==> src/rtl/kbd_ps2_matrix.sv <==
// PS/2 keyboard receiver and scan-code decoder driving a 64-key matrix image.
// Optional KBD_ERR_CLEAR_EN: a frame error also releases every key.
module kbd_ps2_matrix #(
  parameter int TIMEOUT = 2048
) (
  input  logic        mck,
  input  logic        rin_n,
  input  logic        ps2_clk,
  input  logic        ps2_dat,
  output logic [63:0] kbmat,
  output logic        key_evt,
  output logic        kb_err
);
  localparam int TW = $clog2(TIMEOUT + 1);

  typedef enum logic [1:0] {IDLE, DATA, PARITY, STOP} st_t;

  logic [1:0]    clk_sy, dat_sy;
  logic          clk_q, fall;
  st_t           st;
  logic [2:0]    bit_cnt;
  logic [7:0]    sh, byte_q;
  logic          par, byte_vld;
  logic [TW-1:0] to_cnt;
  logic          ext, rel;
  logic [2:0]    skip;
  logic [6:0]    km;

  assign fall = clk_q & ~clk_sy[1];

  // Frame receiver: par accumulates XOR of data+parity, so 1 means odd parity
  always_ff @(posedge mck) begin
    if (!rin_n) begin
      clk_sy   <= 2'b11;
      dat_sy   <= 2'b11;
      clk_q    <= 1'b1;
      st       <= IDLE;
      bit_cnt  <= '0;
      sh       <= '0;
      par      <= 1'b0;
      to_cnt   <= '0;
      byte_vld <= 1'b0;
      byte_q   <= '0;
      kb_err   <= 1'b0;
    end else begin
      clk_sy   <= {clk_sy[0], ps2_clk};
      dat_sy   <= {dat_sy[0], ps2_dat};
      clk_q    <= clk_sy[1];
      byte_vld <= 1'b0;
      kb_err   <= 1'b0;
      if (fall) begin
        to_cnt <= '0;
        case (st)
          IDLE: if (!dat_sy[1]) begin
            st      <= DATA;
            bit_cnt <= '0;
            par     <= 1'b0;
          end
          DATA: begin
            sh      <= {dat_sy[1], sh[7:1]};
            par     <= par ^ dat_sy[1];
            bit_cnt <= bit_cnt + 3'd1;
            if (bit_cnt == 3'd7) st <= PARITY;
          end
          PARITY: begin
            par <= par ^ dat_sy[1];
            st  <= STOP;
          end
          STOP: begin
            st <= IDLE;
            if (dat_sy[1] && par) begin
              byte_vld <= 1'b1;
              byte_q   <= sh;
            end else begin
              kb_err <= 1'b1;
            end
          end
        endcase
      end else if (st != IDLE) begin
        if (to_cnt == TW'(TIMEOUT - 1)) begin
          st     <= IDLE;
          kb_err <= 1'b1;
          to_cnt <= '0;
        end else begin
          to_cnt <= to_cnt + 1'b1;
        end
      end
    end
  end

  // {ext, code} -> {hit, matrix index}
  function automatic logic [6:0] key_map(input logic [8:0] code);
    logic [6:0] k;
    k = '0;
    case (code)
      9'h01C: k = {1'b1, 6'd49};  9'h029: k = {1'b1, 6'd46};
      9'h05A: k = {1'b1, 6'd6};   9'h012: k = {1'b1, 6'd54};
      9'h059: k = {1'b1, 6'd63};  9'h175: k = {1'b1, 6'd35};
      9'h16B: k = {1'b1, 6'd33};  9'h076: k = {1'b1, 6'd61};
      9'h075: k = {1'b1, 6'd52};  9'h032: k = {1'b1, 6'd0};
      9'h021: k = {1'b1, 6'd1};   9'h023: k = {1'b1, 6'd2};
      9'h024: k = {1'b1, 6'd3};   9'h02B: k = {1'b1, 6'd4};
      9'h034: k = {1'b1, 6'd5};   9'h033: k = {1'b1, 6'd7};
      9'h043: k = {1'b1, 6'd8};   9'h03B: k = {1'b1, 6'd9};
      9'h042: k = {1'b1, 6'd10};  9'h04B: k = {1'b1, 6'd11};
      9'h03A: k = {1'b1, 6'd12};  9'h031: k = {1'b1, 6'd13};
      9'h044: k = {1'b1, 6'd14};  9'h04D: k = {1'b1, 6'd15};
      9'h015: k = {1'b1, 6'd16};  9'h02D: k = {1'b1, 6'd17};
      9'h01B: k = {1'b1, 6'd18};  9'h02C: k = {1'b1, 6'd19};
      9'h03C: k = {1'b1, 6'd20};  9'h02A: k = {1'b1, 6'd21};
      9'h01D: k = {1'b1, 6'd22};  9'h022: k = {1'b1, 6'd23};
      9'h035: k = {1'b1, 6'd24};  9'h01A: k = {1'b1, 6'd25};
      9'h016: k = {1'b1, 6'd26};  9'h01E: k = {1'b1, 6'd27};
      9'h026: k = {1'b1, 6'd28};  9'h025: k = {1'b1, 6'd29};
      9'h02E: k = {1'b1, 6'd30};  9'h036: k = {1'b1, 6'd31};
      9'h03D: k = {1'b1, 6'd32};  9'h03E: k = {1'b1, 6'd34};
      9'h046: k = {1'b1, 6'd36};  9'h045: k = {1'b1, 6'd37};
      9'h066: k = {1'b1, 6'd38};  9'h00D: k = {1'b1, 6'd39};
      9'h014: k = {1'b1, 6'd40};  9'h011: k = {1'b1, 6'd41};
      9'h058: k = {1'b1, 6'd42};  9'h04E: k = {1'b1, 6'd43};
      9'h055: k = {1'b1, 6'd44};  9'h054: k = {1'b1, 6'd45};
      9'h05B: k = {1'b1, 6'd47};  9'h04C: k = {1'b1, 6'd48};
      9'h052: k = {1'b1, 6'd50};  9'h041: k = {1'b1, 6'd51};
      9'h049: k = {1'b1, 6'd53};  9'h04A: k = {1'b1, 6'd55};
      9'h00E: k = {1'b1, 6'd56};  9'h05D: k = {1'b1, 6'd57};
      9'h005: k = {1'b1, 6'd58};  9'h006: k = {1'b1, 6'd59};
      9'h004: k = {1'b1, 6'd60};  9'h00C: k = {1'b1, 6'd62};
      default: k = '0;
    endcase
    return k;
  endfunction

  assign km = key_map({ext, byte_q});

  // Decoder: prefixes set flags, E1 swallows the rest of the Pause sequence
  always_ff @(posedge mck) begin
    if (!rin_n) begin
      kbmat   <= '0;
      key_evt <= 1'b0;
      ext     <= 1'b0;
      rel     <= 1'b0;
      skip    <= '0;
    end else begin
      key_evt <= 1'b0;
      if (kb_err) begin
        ext  <= 1'b0;
        rel  <= 1'b0;
        skip <= '0;
`ifdef KBD_ERR_CLEAR_EN
        kbmat   <= '0;
        key_evt <= |kbmat;
`endif
      end else if (byte_vld) begin
        if (skip != 3'd0)           skip <= skip - 3'd1;
        else if (byte_q == 8'hE0)   ext  <= 1'b1;
        else if (byte_q == 8'hF0)   rel  <= 1'b1;
        else if (byte_q == 8'hE1)   skip <= 3'd7;
        else begin
          ext <= 1'b0;
          rel <= 1'b0;
          if (km[6]) begin
            kbmat[km[5:0]] <= ~rel;
            key_evt        <= (kbmat[km[5:0]] == rel);
          end
        end
      end
    end
  end
endmodule
==> config.mk <==
export PLATFORM = sky130hd
export DESIGN_NAME = kbd_ps2_matrix
export DESIGN_NICKNAME = d
export VERILOG_FILES = /design/src/rtl/kbd_ps2_matrix.sv
export SDC_FILE = /design/constraint.sdc
export NUM_CORES = 1
export LEC_CHECK = 0
export ABC_AREA = 1
export BUFFER_PORTS_ARGS = -buffer_cell sky130_fd_sc_hd__buf_2
export CAP_MARGIN = 10
export CELL_PAD_IN_SITES_DETAIL_PLACEMENT = 0
export CELL_PAD_IN_SITES_GLOBAL_PLACEMENT = 1
export CORE_MARGIN = 8
export CORE_UTILIZATION = 35
export CTS_CLUSTER_SIZE = 28
export DETAILED_ROUTE_END_ITERATION = 10
export PLACE_DENSITY = 0.77
export SETUP_SLACK_MARGIN = 0.02
export SLEW_MARGIN = 20
export SYNTH_ARGS = -nofsm -noshare
export SYNTH_HDL_FRONTEND = slang
export SYNTH_SLANG_ARGS = --single-unit
==> constraint.sdc <==
create_clock -name mck -period 2.6 [get_ports mck]
set_input_delay 0.13 -clock mck [delete_from_list [all_inputs] [get_ports mck]]
set_output_delay 0.13 -clock mck [all_outputs]
set_load 0.02 [all_outputs]
# [After elaboration in Yosys (flattened, before gate mapping)]
# Cells that the tools add are included.
[totals] output_inout_bits=66 memories=0 ram_bits=0 latch_bits=0 ff_bits=111 rom_bits=0
[op_classes] addsub=3 shifts=0 n_reduce_logical=24 n_div=0 n_lt_le_gt_ge=2 n_mul=0 n_bitwise=12 muxes=31 n_eq_ne=81
[ops] cell="7-bit one-hot mux with 64 select lines" n=1
[ops] cell="9-bit by 6-bit equality test with 1-bit output (second input constant)" n=23
[ops] cell="9-bit by 7-bit equality test with 1-bit output (second input constant)" n=23
[ops] cell="9-bit by 5-bit equality test with 1-bit output (second input constant)" n=10
[ops] cell="64-bit bitwise mux" n=1
[ops] cell="9-bit by 3-bit equality test with 1-bit output (second input constant)" n=3
[ops] cell="9-bit by 4-bit equality test with 1-bit output (second input constant)" n=3
[ops] cell="8-bit equality test (second input constant)" n=3
[ops] cell="9-bit equality test (second input constant)" n=2
[ops] cell="4-bit AND reduction" n=4
[ops] cell="3-bit two-way mux" n=5
[ops] cell="1-bit two-way mux" n=13
[ops] cell="12-bit by 1-bit adder with 12-bit output (second input constant)" n=1
[ops] cell="12-bit by 11-bit equality test with 1-bit output (second input constant)" n=1
[ops] cell="12-bit two-way mux" n=1
[ops] cell="2-bit != test (second input constant)" n=6
[ops] cell="3-bit AND reduction" n=4
[ops] cell="2-bit nonzero test" n=6
[ops] cell="2-bit two-way mux" n=5
[ops] cell="1-bit NOT" n=10
[ops] cell="2-bit one-hot mux with 4 select lines" n=1
[ops] cell="8-bit OR reduction" n=1
[ops] cell="6-bit by 7-bit less-than comparator with 1-bit output (second input constant)" n=1
[ops] cell="7-bit AND reduction" n=1
[ops] cell="other kinds (19)" n=24

# [Logic depth before layout (Yosys ltp)]
[logic_depth] depth_word=7 ltp_mapped=24

# [Least setup slack after synthesis]
# OpenSTA, ideal clock, no wires.
[synth_timing] path_type="register to register" from="reg ext" to="reg kbmat[50]" setup_time_ns=0.115 arrival_ns=2.254 path_slack_ns=0.231 path_stages_with_launch=17 cell_sequence="dfxtp_1 > buf_4 > inv_2 > buf_6 > nand3_1 > nor2_1 > nor2_1 > nand3_1 > inv_1 > nand2_1 > nor2_4 > buf_2 > nor4_2 > buf_2 > nand3_1 > nand2_1 > nor2_1"
[synth_between] elab_chain_len=7 elab_cells_between_ends=72 cone_classes="2 x order compare; 64 x eq/ne; 4 x mux; 2 x reduce/logical"
[synth_rtl] item="start, declared" line_no="25" source="logic ext, rel;"
[synth_rtl] item="start signal, assigned" line_no="140" source="ext <= 1'b0;"
[synth_rtl] item="start signal, assigned" line_no="146" source="ext <= 1'b0;"
[synth_rtl] item="start signal, assigned" line_no="155" source="else if (byte_q == 8'hE0) ext <= 1'b1;"
[synth_rtl] item="9-bit by 4-bit equality test with 1-bit output, or another cell as far along" line_no="95" source="case (code)"
[synth_rtl] item="7-bit one-hot mux with 64 select lines *" line_no="95"
[synth_rtl] item="6-bit by 7-bit less-than comparator with 1-bit output (not written as such) or 6-bit by 1-bit greater-or-equal comparator with 1-bit output (tied branches)" line_no="162" source="kbmat[km[5:0]] <= ~rel;"
[synth_rtl] item="1-bit logical AND (not written as such)" line_no="162"
[synth_rtl] item="1-bit two-way mux (not written as such)" line_no="162"
[synth_rtl] item="1-bit demux with 6-bit select" line_no="162"
[synth_rtl] item="64-bit bitwise mux" line_no="162"
[synth_rtl] item="end signal, assigned by index" line_no="162"
[synth_rtl] item="end, declared" line_no="10" source="output logic [63:0] kbmat,"
# Every way passes the cells marked *; elsewhere a longest branch is shown, timed or not.
# A chain may end at the register's enable or synchronous reset.

# [Worst setup path in the final report]
[layout_timing] from="reg byte_q[5]" to="reg key_evt"
[layout_between] elab_chain_len=5 elab_cells_between_ends=73 cone_classes="68 x eq/ne; 3 x mux; 1 x bitwise; 1 x reduce/logical"
[layout_rtl] item="start, declared" line_no="22" source="logic [7:0] sh, byte_q;"
[layout_rtl] item="start signal, assigned" line_no="73" source="byte_q <= sh;"
[layout_rtl] item="9-bit by 4-bit equality test with 1-bit output, or another cell as far along" line_no="95"
[layout_rtl] item="7-bit one-hot mux with 64 select lines" line_no="95"
[layout_rtl] item="1-bit binary-select mux with 6-bit select" line_no="163" source="key_evt <= (kbmat[km[5:0]] == rel);"
[layout_rtl] item="1-bit two-way mux (not written as such)" line_no="163"
[layout_rtl] item="1-bit equality test" line_no="163"
[layout_rtl] item="end signal, assigned" line_no="163"
[layout_rtl] item="end, declared" line_no="11" source="output logic key_evt,"
# Several ways; a longest one is shown, not always the timed one. The select of a mux whose other input is x is not followed.

==> results.md <==
* Area share of the largest cell type after synthesis at 0.3333
* Largest net degree at the start of global routing at 40
* Final Non-Filler Cells at 1521
* Die extent in y at between 150 and 200 µm
* Top-count cell post-synth: nand2_1
* Startpoint types: flip-flop
* Vias in the first global route at 7226
* Total gr overflow at 0
* Nets at roughly 1300
* Tcrit/Tclk final at 1.002
* # DRC at 0
* Area of the multi-input gates at approximately 4400 µm²
* Endpoints failing setup at 2
* CP endpoint kind: flip-flop
* Global-route wire length before repair at around 38 mm
* Synthesized Nets at between 1000 and 1500
* Global Route Usage Sum at 0.1997
* Pwr dens at roughly 320 nW/µm²
* EDFF count, synth at 0
* Placed cells at ~1500
* Post-DR wirelength/cell at ~16 µm
* # port buffers at 69
* Worst slack, placed at -247.5 ps
* Setup TNS at -5.240 ps
* Status: finished, violations left
* Final hold viol count at 0
* Vias/cell at approximately 5.1
* Min-delay worst type: in -> reg
* CTS max path bufs at 2
* Post-DP HPWL at around 19 mm
* Vias at 7774
* Total CTS buffers at 9
* Final wirelength at 24.40 mm
* Synth top area cells: dfxtp_1, nand2_1, nor2_1, a21oi_1, nand3_1
* FF/Latch Area at 2250 µm²
* I/O pin count at 70
* Clk_skew at 6.508 ps
* Pleak at 4.451 nW
* Area Overhead vs Synth at 44.17%
* Worst setup path class: reg -> reg
* Crit path DAT at between 2000 and 3000 ps
* Commonest cells post-synth: nand2_1, nor2_1, dfxtp_1, inv_1
* Initial Util at 0.3565
* Fillers at 1900
* Slew Viols, Final at 0
* CTS tree: yes
* Critical path required time at about 2900 ps
* Async S/R FF share, synth at 0
* Failing checks: setup timing
* Sequential share of the synthesized area at 0.3333
* Core area at between 15000 and 20000 µm²
* Initial DRC count at 476
* Htree depth at 3
* Layout cells sized above 1 at 0.3629
* Slew at the pin with the worst max-slew slack at between 700 and 800 ps
* Clock slew seen by the registers of the worst setup and hold paths at 80 ps
* Clock period minus worst slack at around 2600 ps
* Die area at about 24000 µm²
* RSZ-0062 raised after global routing: yes
* Post-synth top flop: dfxtp_1
* Slew margin rel. at 0.5195
* Routed Antenna Nets at 0
* Syn Std Cell Area at about 6700 µm²
* Core Rows at 50
* ANT cells at 0
* Yosys top cell by area: dfxtp_1
* Post-synth cell types at a little over 40
* RePlAce Congestion at 0.9354
* YS warnings at 0
* Root Driver: clkbuf_16
* Total chip power at 3.106 mW
* Maxcap violations at 0
* Die width at approximately 150 µm
* #FFs+latches synth at about 110
* Synth Area per Inst at 6.344 µm²
* Clk sinks at 111
* Peak VDD IR at about 310 µV
* DR pass1 iterations at 5
* Clk Latency, worst-skew pair at between 300 and 400 ps
* Initial antenna violation count at 0
* Fmax at 383.9 MHz
* Syn Inst Count at between 1000 and 1500
* Critical-path maximum fanout at 8
* Post-route setup slack at -4.875 ps
==> layout by cell type, fill, tap and decap left out, types with 3 or more instances in the layout <==
master / n
clkinv_2: 3
a311oi_1: 10
buf_2: 69
inv_1: 93
nor3_4: 3
nand2_4: 17
clkbuf_16: 9
dfxtp_4: 7
ha_1: 10
buf_6: 7
nor3_1: 16
dfxtp_1: 103
nor2_4: 25
nand3b_1: 7
nand2_1: 214
a211oi_1: 4
or2_2: 6
buf_12: 8
nor2_2: 45
inv_4: 7
inv_6: 4
nor4_1: 4
xor2_1: 3
nand3_2: 15
o21ai_0: 41
o21ai_1: 9
a31oi_1: 7
nor3_2: 7
a21oi_1: 87
nand2_2: 24
a211oi_2: 4
nor2_1: 93
nand4_1: 35
inv_2: 14
nand3_1: 73
buf_4: 179
==> worst paths after layout <==
kind                                 from         to  slack [ps]  depth (start not counted)
worst min register to register  dat_sy[0]  dat_sy[1]         410                          1
worst max register to register  byte_q[5]    key_evt          -5                         23
worst max-delay path            byte_q[5]    key_evt          -5                         23
worst min-delay path                rin_n      st[0]         180                          3
==> cell type report <==
cell class | count | area share
Clock buffer | 9 | 0.02343
Clock inverter | 6 | 0.005467
Inverter | 117 | 0.04907
Multi-Input combinational cell | 778 | 0.4544
Sequential cell | 111 | 0.2340
Tap cell | 234 | 0.03046
Timing Repair Buffer | 265 | 0.2027
Timing Repair inverter | 1 | 0.0005206
==> state kept, by name (all words and copies together), names as in the netlist, 2 cells and up <==
signal,cells
to_cnt,12
sh,8
dat_sy,2
bit_cnt,3
st,2
clk_sy,2
kbmat,64
byte_q,8
skip,3
==> logic make-up after synthesis <==
family / share of synthesized area
xor+xnor: 0.003941
compound gates: 0.1437
simple gates: 0.4001
flops: 0.3333
buf+inv: 0.1002
fa+ha+maj: 0.01877
==> per-stage QoR <==
stage,area (µm²),utilization,hold WS (ps)
CTS,8939,0.4779,163.5
global route,9613,0.5139,227.3
detailed placement,8458,0.4522,327.5
global placement,8458,0.4522,320.4
finish,9613,0.5139,176.3
floorplan,6668,-,236.6
==> where the power goes <==
group	total, mW	internal [mW]	switching (mW)	leakage [nW]
clock network	1.34	0.662	0.683	0.139
registers	1.70	1.69	0.00172	0.901
logic	0.0653	0.0182	0.0471	3.41
==> routing by layer <==
layer  vias up  GRT usage  wire length (µm)  part of all wire
li1       3929          -                 -                 -
met1      3572     0.2559             11070              0.45
met2       232     0.3288             11370              0.47
met3        41    0.03587              1338             0.055
met4         0    0.07326               624             0.026
met5         -          0                 0                 0
==> timing repair <==
item | CTS | global route
cloned | 0 | 3
endpoints found under the hold margin | 2 | 0
buffers inserted | 1 | 20
pin swaps | 8 | 35
gates resized for setup | 57 | 152
hold buffers | 2 | 0
setup endpoints to repair | 53 | 65
==> worst max-delay path, cell delays in order (launching register included) <==
cell and delay [ps]:
dfxtp_2 340, buf_4 150, nand2_4 70, inv_2 50, nand2_2 80, nor2_4 70, nand2_2 70, nand2_2 60
nor2_2 100, nand2_1 80, nor2_2 170, nand2_4 120, buf_6 150, nor2_4 240, nand3_2 150, nand2_1 90
nor2_1 40, nand2_1 60, nand3_1 70, nand2_1 60, nand2_1 60, nand2_1 60, nand2_1 40, a21oi_1 150
No activity file was read; power rests on OpenSTA's default activity.
